### config.mk
export PLATFORM = sky130hd
export DESIGN_NAME = sram_axi_bridge
export DESIGN_NICKNAME = d
export VERILOG_FILES = /design/src/rtl/sram_axi_bridge.sv
export SDC_FILE = /design/constraint.sdc
export NUM_CORES = 1
export LEC_CHECK = 0
export CAP_MARGIN = 20
export CELL_PAD_IN_SITES_DETAIL_PLACEMENT = 0
export CELL_PAD_IN_SITES_GLOBAL_PLACEMENT = 1
export CORE_MARGIN = 2
export CORE_UTILIZATION = 29
export CTS_CLUSTER_SIZE = 20
export DETAILED_ROUTE_END_ITERATION = 8
export HOLD_SLACK_MARGIN = 0.06
export MAX_ROUTING_LAYER = met4
export PLACE_DENSITY_LB_ADDON = 0.1
export SLEW_MARGIN = 10
export SYNTH_ARGS = -nofsm -noshare
export SYNTH_HDL_FRONTEND = slang
export SYNTH_SLANG_ARGS = --single-unit
### constraint.sdc
create_clock -name clk -period 4.4 [get_ports clk]
set_input_delay 0.44 -clock clk [delete_from_list [all_inputs] [get_ports clk]]
set_output_delay 0.44 -clock clk [all_outputs]
set_load 0.03 [all_outputs]
### src/rtl/sram_axi_bridge.sv
// sram_axi_bridge: arbitrates the inst/data SRAM-like ports onto one single-beat AXI master,
// keeping at most one transaction outstanding so loads always observe earlier stores.
module sram_axi_bridge #(
    parameter logic INST_ID = 1'b0,
    parameter logic DATA_ID = 1'b1
) (
    input  logic        clk,
    input  logic        rst,
    input  logic        i_inst_req,
    input  logic [31:0] i_inst_addr,
    output logic        o_inst_addr_ok,
    output logic        o_inst_data_ok,
    output logic [31:0] o_inst_rdata,
    input  logic        i_data_req,
    input  logic        i_data_wr,
    input  logic [3:0]  i_data_wstrb,
    input  logic [31:0] i_data_addr,
    input  logic [31:0] i_data_wdata,
    output logic        o_data_addr_ok,
    output logic        o_data_data_ok,
    output logic [31:0] o_data_rdata,
    output logic        o_arvalid,
    input  logic        i_arready,
    output logic [31:0] o_araddr,
    output logic        o_arid,
    input  logic        i_rvalid,
    output logic        o_rready,
    input  logic [31:0] i_rdata,
    output logic        o_awvalid,
    input  logic        i_awready,
    output logic [31:0] o_awaddr,
    output logic        o_wvalid,
    input  logic        i_wready,
    output logic [31:0] o_wdata,
    output logic [3:0]  o_wstrb,
    input  logic        i_bvalid,
    output logic        o_bready
);
    typedef enum logic [2:0] {IDLE, RD_ADDR, RD_DATA, WR_ADDR, WR_RESP} state_t;
    state_t      r_state, w_next;
    logic [31:0] r_addr, r_wdata, r_inst_rdata, r_data_rdata;
    logic [3:0]  r_wstrb;
    logic        r_arid, r_is_data, r_awvalid, r_wvalid, r_inst_data_ok, r_data_data_ok;
    logic        w_idle, w_take_data, w_take_inst, w_r_done, w_b_done, w_aw_done, w_w_done;

    assign w_idle      = r_state == IDLE;
    assign w_take_data = w_idle & i_data_req;
    assign w_take_inst = w_idle & i_inst_req & ~i_data_req;
    assign w_r_done    = (r_state == RD_DATA) & i_rvalid;
    assign w_b_done    = (r_state == WR_RESP) & i_bvalid;
    // a channel counts as done once its valid has dropped or it handshakes now
    assign w_aw_done   = ~r_awvalid | i_awready;
    assign w_w_done    = ~r_wvalid | i_wready;

    always_ff @(posedge clk) begin
        if (rst) r_state <= IDLE;
        else     r_state <= w_next;
    end

    always_comb begin
        w_next = r_state;
        case (r_state)
            IDLE:    w_next = w_take_data ? (i_data_wr ? WR_ADDR : RD_ADDR) : (w_take_inst ? RD_ADDR : IDLE);
            RD_ADDR: w_next = i_arready ? RD_DATA : RD_ADDR;
            RD_DATA: w_next = i_rvalid ? IDLE : RD_DATA;
            WR_ADDR: w_next = (w_aw_done & w_w_done) ? WR_RESP : WR_ADDR;
            WR_RESP: w_next = i_bvalid ? IDLE : WR_RESP;
            default: w_next = IDLE;
        endcase
    end

    always_ff @(posedge clk) begin
        if (rst) begin
            r_addr         <= '0;
            r_wdata        <= '0;
            r_wstrb        <= '0;
            r_arid         <= 1'b0;
            r_is_data      <= 1'b0;
            r_awvalid      <= 1'b0;
            r_wvalid       <= 1'b0;
            r_inst_rdata   <= '0;
            r_data_rdata   <= '0;
            r_inst_data_ok <= 1'b0;
            r_data_data_ok <= 1'b0;
        end else begin
            if (w_take_data | w_take_inst) begin
                r_addr    <= w_take_data ? i_data_addr : i_inst_addr;
                r_arid    <= w_take_data ? DATA_ID : INST_ID;
                r_is_data <= w_take_data;
                r_wdata   <= i_data_wdata;
                r_wstrb   <= i_data_wstrb;
                r_awvalid <= w_take_data & i_data_wr;
                r_wvalid  <= w_take_data & i_data_wr;
            end else begin
                if (i_awready) r_awvalid <= 1'b0;
                if (i_wready)  r_wvalid  <= 1'b0;
            end
            if (w_r_done & ~r_is_data) r_inst_rdata <= i_rdata;
            if (w_r_done & r_is_data)  r_data_rdata <= i_rdata;
            r_inst_data_ok <= w_r_done & ~r_is_data;
            r_data_data_ok <= (w_r_done & r_is_data) | w_b_done;
        end
    end

    assign o_inst_addr_ok = w_take_inst;
    assign o_data_addr_ok = w_take_data;
    assign o_inst_data_ok = r_inst_data_ok;
    assign o_data_data_ok = r_data_data_ok;
    assign o_inst_rdata   = r_inst_rdata;
    assign o_data_rdata   = r_data_rdata;
    assign o_arvalid      = r_state == RD_ADDR;
    assign o_araddr       = r_addr;
    assign o_arid         = r_arid;
    assign o_rready       = r_state == RD_DATA;
    assign o_awvalid      = r_awvalid;
    assign o_awaddr       = r_addr;
    assign o_wvalid       = r_wvalid;
    assign o_wdata        = r_wdata;
    assign o_wstrb        = r_wstrb;
    assign o_bready       = r_state == WR_RESP;
endmodule
# ---- Word level (Yosys, flattened, before mapping)
# Cells that the tools add are included.
dict set report op_classes {
  eq_ne 4
  n_mux 14
  n_bitwise 17
  reduce_logical 3
}
# op count
set op_table {}
lappend op_table {{$mux W32} 1}
lappend op_table {{$pmux W3 S5} 1}
lappend op_table {{$and A1 B1 Y1} 9}
lappend op_table {{$mux W2} 4}
lappend op_table {{$eq A3 B2 Y1 const B} 2}
lappend op_table {{$mux W1} 6}
lappend op_table {{$mux W3} 2}
lappend op_table {{$not A1 Y1} 4}
lappend op_table {{$or A1 B1 Y1} 4}
lappend op_table {{$reduce_bool A2 Y1} 2}
lappend op_table {{$eq A3 B1 Y1 const B} 1}
lappend op_table {{$eq A3 B3 Y1 const B} 1}
lappend op_table {{$logic_not A3 Y1} 1}
dict set report totals {
  reg_bits 141
  input_bits 142
  out_inout_bits 174
  word_cells 50
}

# ---- Depth between registers and ports, before layout
# Gate-level depths: netlist (run 1).
dict set report depth {
  ltp_word 6
  ltp_mapped 6
  depth_no_buf 3
}

# ---- Least setup slack after synthesis (run 1)
# Ideal clock, no wire load.
dict set report synth_timing {
  kind {register -> output}
  start {register r_state[1]}
  end {output o_bready}
  arrival_time_ns 1.331
  required_ns 3.960
  path_slack_ns 2.629
  path_stages_with_launch 3
  n_path_buf 1
  cell_sequence {dfxtp_1 buf_4 nor3b_1}
}
dict set report synth_between {
  elab_chain_len 1
}
# item line
set synth_rtl {}
lappend synth_rtl {{start, declared} 40} ;# state_t r_state, w_next;
lappend synth_rtl {{start signal, assigned} 57} ;# else r_state <= w_next;
lappend synth_rtl {{$eq A3 B3 Y1} 120} ;# assign o_bready = r_state == WR_RESP;
lappend synth_rtl {{end, declared} 37} ;# output logic o_bready
# Every way passes these cells.

# ---- Final worst setup path (run 1)
dict set report layout_timing {
  start {register r_state[1]}
  end {output o_inst_addr_ok}
}
dict set report layout_between {
  elab_chain_len 3
}
# item line
set layout_rtl {}
lappend layout_rtl {{$logic_not A3 Y1} 46} ;# assign w_idle = r_state == IDLE;
lappend layout_rtl {{$and A1 B1 Y1 (2 in a row)} 48} ;# assign w_take_inst = w_idle & i_inst_req & ~i_data_req;
lappend layout_rtl {{end, declared} 11} ;# output logic o_inst_addr_ok,
# Every way passes these cells.

==> results.yml, run 1 <==
run_status:
  outcome: "finished clean"
setup_path:
  cp.required_ns: 3.96
  cp_max_fo: 32
  worstSetupStartpointType: "flop"
  cp.arrival_ns: 2.30
  cp-end-kind: "output port"
  path_class: "flop to output port"
  r2r_setup_slack_ns: 2.12
route:
  ant_nets: 0
  wirelength_mm: 20.9
  vias_per_cell: 5.03
  wire_per_inst_um: 17.3
  drt-pass1-iter-count: 4
  dr.first_iter.drc_count: 298
  drc_errors: 0
  vias: 6046
timing:
  setup_tns_ns: 0
  fmax_mhz: 364
  holdWs_ns: 0.475
  worst_pin_slew_ns: 1.05
  period_minus_slack_ns: 2.74
  hold_viol_final: 0
  maxSlewHeadroom_pct: 29.8
  rsz0062_at_grt: "no"
  final.setup_skew_ns: 0.0130
  maxSlewViolCount: 0
  setup_violations: 0
  fin_crit_sh_pct: 62.4
placed_design:
  place_area_um2: 8790
  place_congestion: 0.759
  io_buffers: 315
  dpl.hpwl_mm: 14.4
yosys:
  async_flop_share_pct: 0
  synth-edff-count: 0
  synth_area_um2: 5820
  avgSynthCellArea_um2: 8.43
  synthDistinctLibCells: 37
  synth_seq_area_share_pct: 48.2
  ys_ff_latch: 140
  synth_cells: 690
  ys.flop_type: "dfxtp_1"
  ys.warnings.count: 0
  synth_nets: 832
worst_hold_path:
  min_path_type: "flop to flop"
clock_network:
  cts_buffers: 17
  cts_max_level: 4
  post_cts_resized: 0
  ctsRootBufferMaster: "clkbuf_16"
  path_clk_slew_ns: 0.06
  insertion_delay_ns: 0.43
  post_cts_buffers: 0
  hold_buffers: 0
  cts_tree: "done"
  cts_sinks: 140
  clockBufferDepth: 2
power:
  vdd.ir_drop.worst_uv: 293
  power.density_nw_per_um2: 429
  leakagePower_nw: 3.17
  p_total_mw: 4.03
floorplan:
  die_x_um: 146
  die_h_um: 146
  die-area_um2: 21200
  io_pins: 316
  start_util_pct: 29.7
  coreArea_um2: 19600
  rows: 51
grt:
  grt_overflow: 0
  grt_pass1_vias: 5843
  grt_pass1_wl_mm: 32.1
  track_usage_pct: 19.4
  grt_antenna_before_repair: 0
  grt_max_degree: 99
finish:
  fin_nets: 1067
  finalInstanceArea_um2: 9390
  drive_gt1_share_pct: 5.44
  insertedDiodeCount: 0
  synthToLayoutAreaGrowth_pct: 61.5
run:
  drv_cap: 0
==> power breakdown <==
part	switching, mW	internal [mW]	total [mW]
logic	0.645	0.468	1.11
clock network	0.599	0.864	1.46
registers	0.0865	1.37	1.46
==> registers in the layout (all words and copies together), names as in the netlist <==
| signal | flops |
|---|---|
| o_data_data_ok | 1 |
| o_awvalid | 1 |
| o_wstrb | 4 |
| o_wvalid | 1 |
| o_arid | 1 |
| o_wdata | 32 |
| o_inst_rdata | 32 |
| o_inst_data_ok | 1 |
| o_data_rdata | 32 |
| r_state | 3 |
| o_araddr | 32 |
==> worst paths after layout <==
kind	start	depth (start not counted)	endpoint
worst max-delay path	r_state[1]	4	o_inst_addr_ok
worst max register to register	r_state[1]	4	o_inst_rdata[10]
worst min-delay path	o_inst_rdata[3]	2	o_inst_rdata[3]
worst min register to register	o_inst_rdata[3]	2	o_inst_rdata[3]
==> cell families (layout without fill, tap and decap cells) <==
family,count (synthesis),after routing,share of synthesized area (%)
AOI/OAI and AO/OA,310,310,29.2
DFF,140,140,48.2
and+or+nand+nor,126,126,11.6
buffers and inverters,114,362,11.0
==> synth_stat cells, types with 2 or more instances <==
cell type	n	area (µm²)
buf_2	24	120
o22ai_1	32	200
buf_1	3	11.3
a21oi_1	136	681
nor3b_1	2	15.0
a211oi_1	32	240
nand3_1	101	505
buf_4	36	270
a21o_1	3	22.5
o21ai_0	91	455
o21a_1	2	15.0
o21ai_1	9	45.0
buf_6	6	67.6
clkbuf_1	41	154
inv_1	3	11.3
dfxtp_1	140	2800
and3_1	2	12.5
nor2_1	5	18.8
nand2b_1	4	25.0
==> through the flow <==
stage	setup WS [ns]	std cells	utilization [%]
4_1_cts	1.61	1203	47.9
5_1_grt	1.48	1203	47.9
3_3_place_gp	1.77	1169	44.7
3_5_place_dp	1.77	1171	44.9
2_1_floorplan	2.63	690	-
6_report	1.66	1203	47.9
==> area by class of cell <==
| cell class | count | area, µm² |
|---|---|---|
| tap | 265 | 332 |
| clock inverter | 13 | 156 |
| multi-input combinational | 436 | 2380 |
| sequential | 140 | 2800 |
| inverter | 4 | 15.0 |
| timing repair buffer | 326 | 3260 |
| fill | 1891 | 10200 |
| clock buffer | 19 | 443 |
==> metal layers <==
layer	track usage, %	wire length [µm]
met3	5.61	1610
met4	6.08	288
met5	-	0
met2	32.3	10300
met1	22.8	8670
==> layout by cell type (no fill, tap or decap), drive strengths merged, types with 2 or more instances in the layout <==
master / netlist / routed
clkdlybuf4s50: 0 / 314
dfxtp: 140 / 140
a21oi: 136 / 136
nand3: 101 / 101
o21ai: 100 / 100
o22ai: 32 / 32
a211oi: 32 / 32
clkbuf: 41 / 19
buf: 69 / 12
inv: 4 / 9
nor2: 6 / 6
nand2b: 4 / 4
clkinv: 0 / 4
a21o: 3 / 3
nor3b: 2 / 2
and3: 2 / 2
o21a: 2 / 2
clkinvlp: 0 / 2
bufinv: 0 / 2
nor3: 2 / 2
==> worst max-delay path, stage by stage (launching register included) <==
cell	delay [ns]
dfxtp_1	0.44
nor3_4	0.20
buf_4	0.32
and3_1	0.20
clkdlybuf4s50_1	0.71
No activity file was read; power rests on OpenSTA's default activity.
==> run 2: changes to the inputs <==
Settings changed: CORE_UTILIZATION 29 to 25.
Clock period 4.4 ns to 2.3 ns, I/O delays scaled along.
==> run 2 against run 1 <==
  * Clock-buffer cell count unchanged
  * First-iteration DRC count up 12%
  * Core utilization down 5.9 points
  * Sequential share of layout area down 0.49 points
  * Cell count up 2.0%
  * Die area up 16%
  * Clock skew down 0.0019 ns
  * Critical endpoint is now o_arvalid
  * Critical path depth down 1
  * Non-clock buffer count up 3
  * Flip-flop and latch count unchanged
  * Total power up 100%
==> results.yml, run 2 (synthesized netlist as in run 1, its figures left out) <==
run_status:
  outcome: "finished clean"
setup_path:
  cpMaxStageDelayCell: "clkdlybuf4s50_1"
  cp-end-kind: "output port"
  cp.required_ns: 2.07
  crit_chain: "nand2b_1 > nor2_1 > clkdlybuf4s50_1"
  cp_max_fo: 11
  cp.arrival_ns: 1.95
  cpPeakStageDelay_ns: 0.75
  path_class: "flop to output port"
  worstSetupStartpointType: "flop"
power:
  power.density_nw_per_um2: 845
  comb_power_share_pct: 27.1
  power.switching_mw: 2.56
  p_total_mw: 8.08
  p_seq_share_pct: 34.4
  leakagePower_nw: 3.24
  intPower_mw: 5.51
  vdd.ir_drop.worst_uv: 427
  clkPwrFrac_pct: 38.5
  swShare_pct: 31.8
timing:
  final.setup_skew_ns: 0.0111
  worst_pin_slew_ns: 0.517
  maxSlewHeadroom_pct: 65.5
  period_minus_slack_ns: 2.18
  fmax_mhz: 459
  rsz0062_at_grt: "no"
  setup_violations: 0
  fin_crit_sh_pct: 94.8
  setup_tns_ns: 0
  maxSlewViolCount: 0
  hold_viol_final: 0
  holdWs_ns: 0.255
grt:
  grt_pass1_wl_mm: 33.7
  grt_max_degree: 76
  grt_overflow: 0
  track_usage_pct: 18.1
  grt_pass1_vias: 6059
  grt_antenna_before_repair: 1
finish:
  drive_gt1_share_pct: 6.06
  fin_nets: 1070
  mostFrequentLayoutCell: "clkdlybuf4s50_1"
  final_util_pct: 42.1
  finalInstanceArea_um2: 9550
  layout_common_cells: "clkdlybuf4s50_1, dfxtp_1, a21oi_1"
  synthToLayoutAreaGrowth_pct: 64.2
floorplan:
  coreArea_um2: 22700
  die_x_um: 157
  io_pins: 316
  start_util_pct: 25.6
  die_h_um: 157
  rows: 55
  die-area_um2: 24500
placed_design:
  dpl.hpwl_mm: 14.6
  place_congestion: 0.748
  io_buffers: 315
  place_area_um2: 8890
route:
  vias: 6093
  drt-pass1-iter-count: 4
  drc_errors: 0
  dr.first_iter.drc_count: 334
  ant_nets: 0
  wire_per_inst_um: 17.9
  wirelength_mm: 22.0
  vias_per_cell: 4.97
clock_network:
  cts_max_level: 4
  cts_buffers: 17
  hold_buffers: 0
  cts_sinks: 140
  clockBufferDepth: 2
  ctsRootBufferMaster: "clkbuf_16"
  post_cts_buffers: 0
  path_clk_slew_ns: 0.06
  cts_tree: "done"
  insertion_delay_ns: 0.42
worst_hold_path:
  min_path_type: "primary input to flop"
run:
  drv_cap: 0
-- run 2: changes by cell type in the layout (fill, tap and decap cells not counted), sizes merged --
cell | before | now
buf | 12 | 17
bufinv | 2 | 5
clkdlybuf4s50 | 314 | 311
clkinv | 4 | 2
clkinvlp | 2 | 3
diode | 0 | 1
dlygate4sd2 | 0 | 1
inv | 9 | 7
-- run 2: what timing repair did --
action	CTS	global route
pin swaps	0	0
setup endpoints to repair	1	1
resized for setup	1	1
-- run 2: area by class of cell --
class                      instances  area, µm²
fill                            2230      13200
timing repair buffer             329       3340
sequential                       140       2810
multi-input combinational        436       2380
clock buffer                      19        443
tap                              285        357
clock inverter                    13        213
inverter                           4       15.0
antenna                            1       2.50
-- run 2: metrics by stage --
step	instances	setup WS (ns)
global placement	1194	0.425
global route	1227	0.0296
detailed placement	1194	0.397
CTS	1226	0.0354
finish	1227	0.119
floorplan	690	0.593
-- run 2: critical path, delay by kind of cell, from the launching register on --
kind	cells	cell delay, ns
flip-flops	1	0.52
buffers and inverters	1	0.75
AND/OR/NAND/NOR	2	0.26
-- run 2: power groups by stage --
stage | Sequential, mW | Clock (mW) | Combinational, mW
after CTS | 2.78 | 3.18 | 2.20
after global routing | 2.81 | 3.28 | 2.32
final | 2.78 | 3.11 | 2.19
after detailed placement | 2.83 | 0 | 2.19
after global placement | 2.82 | 0 | 2.18
after floorplan | 3.15 | 0 | 0.973
-- run 2: metal layers --
layer | global-route usage (%) | vias to the layer above | wire length (µm)
met1 | 20.6 | 2897 | 9180
met2 | 30.5 | 212 | 10900
met3 | 5.84 | 21 | 1630
met4 | 5.20 | 0 | 269
met5 | - | - | 0
li1 | - | 2963 | -
-- run 2: final timing paths --
| check | from | to | slack [ns] | cells past startpoint |
|---|---|---|---|---|
| worst min register to register | o_data_rdata[16] | o_data_rdata[16] | 0.48 | 2 |
| worst max register to register | r_state[0] | o_araddr[0] | 0.66 | 4 |
| worst min-delay path | rst | r_state[2] | 0.26 | 2 |
| worst max-delay path | r_state[0] | o_arvalid | 0.12 | 3 |
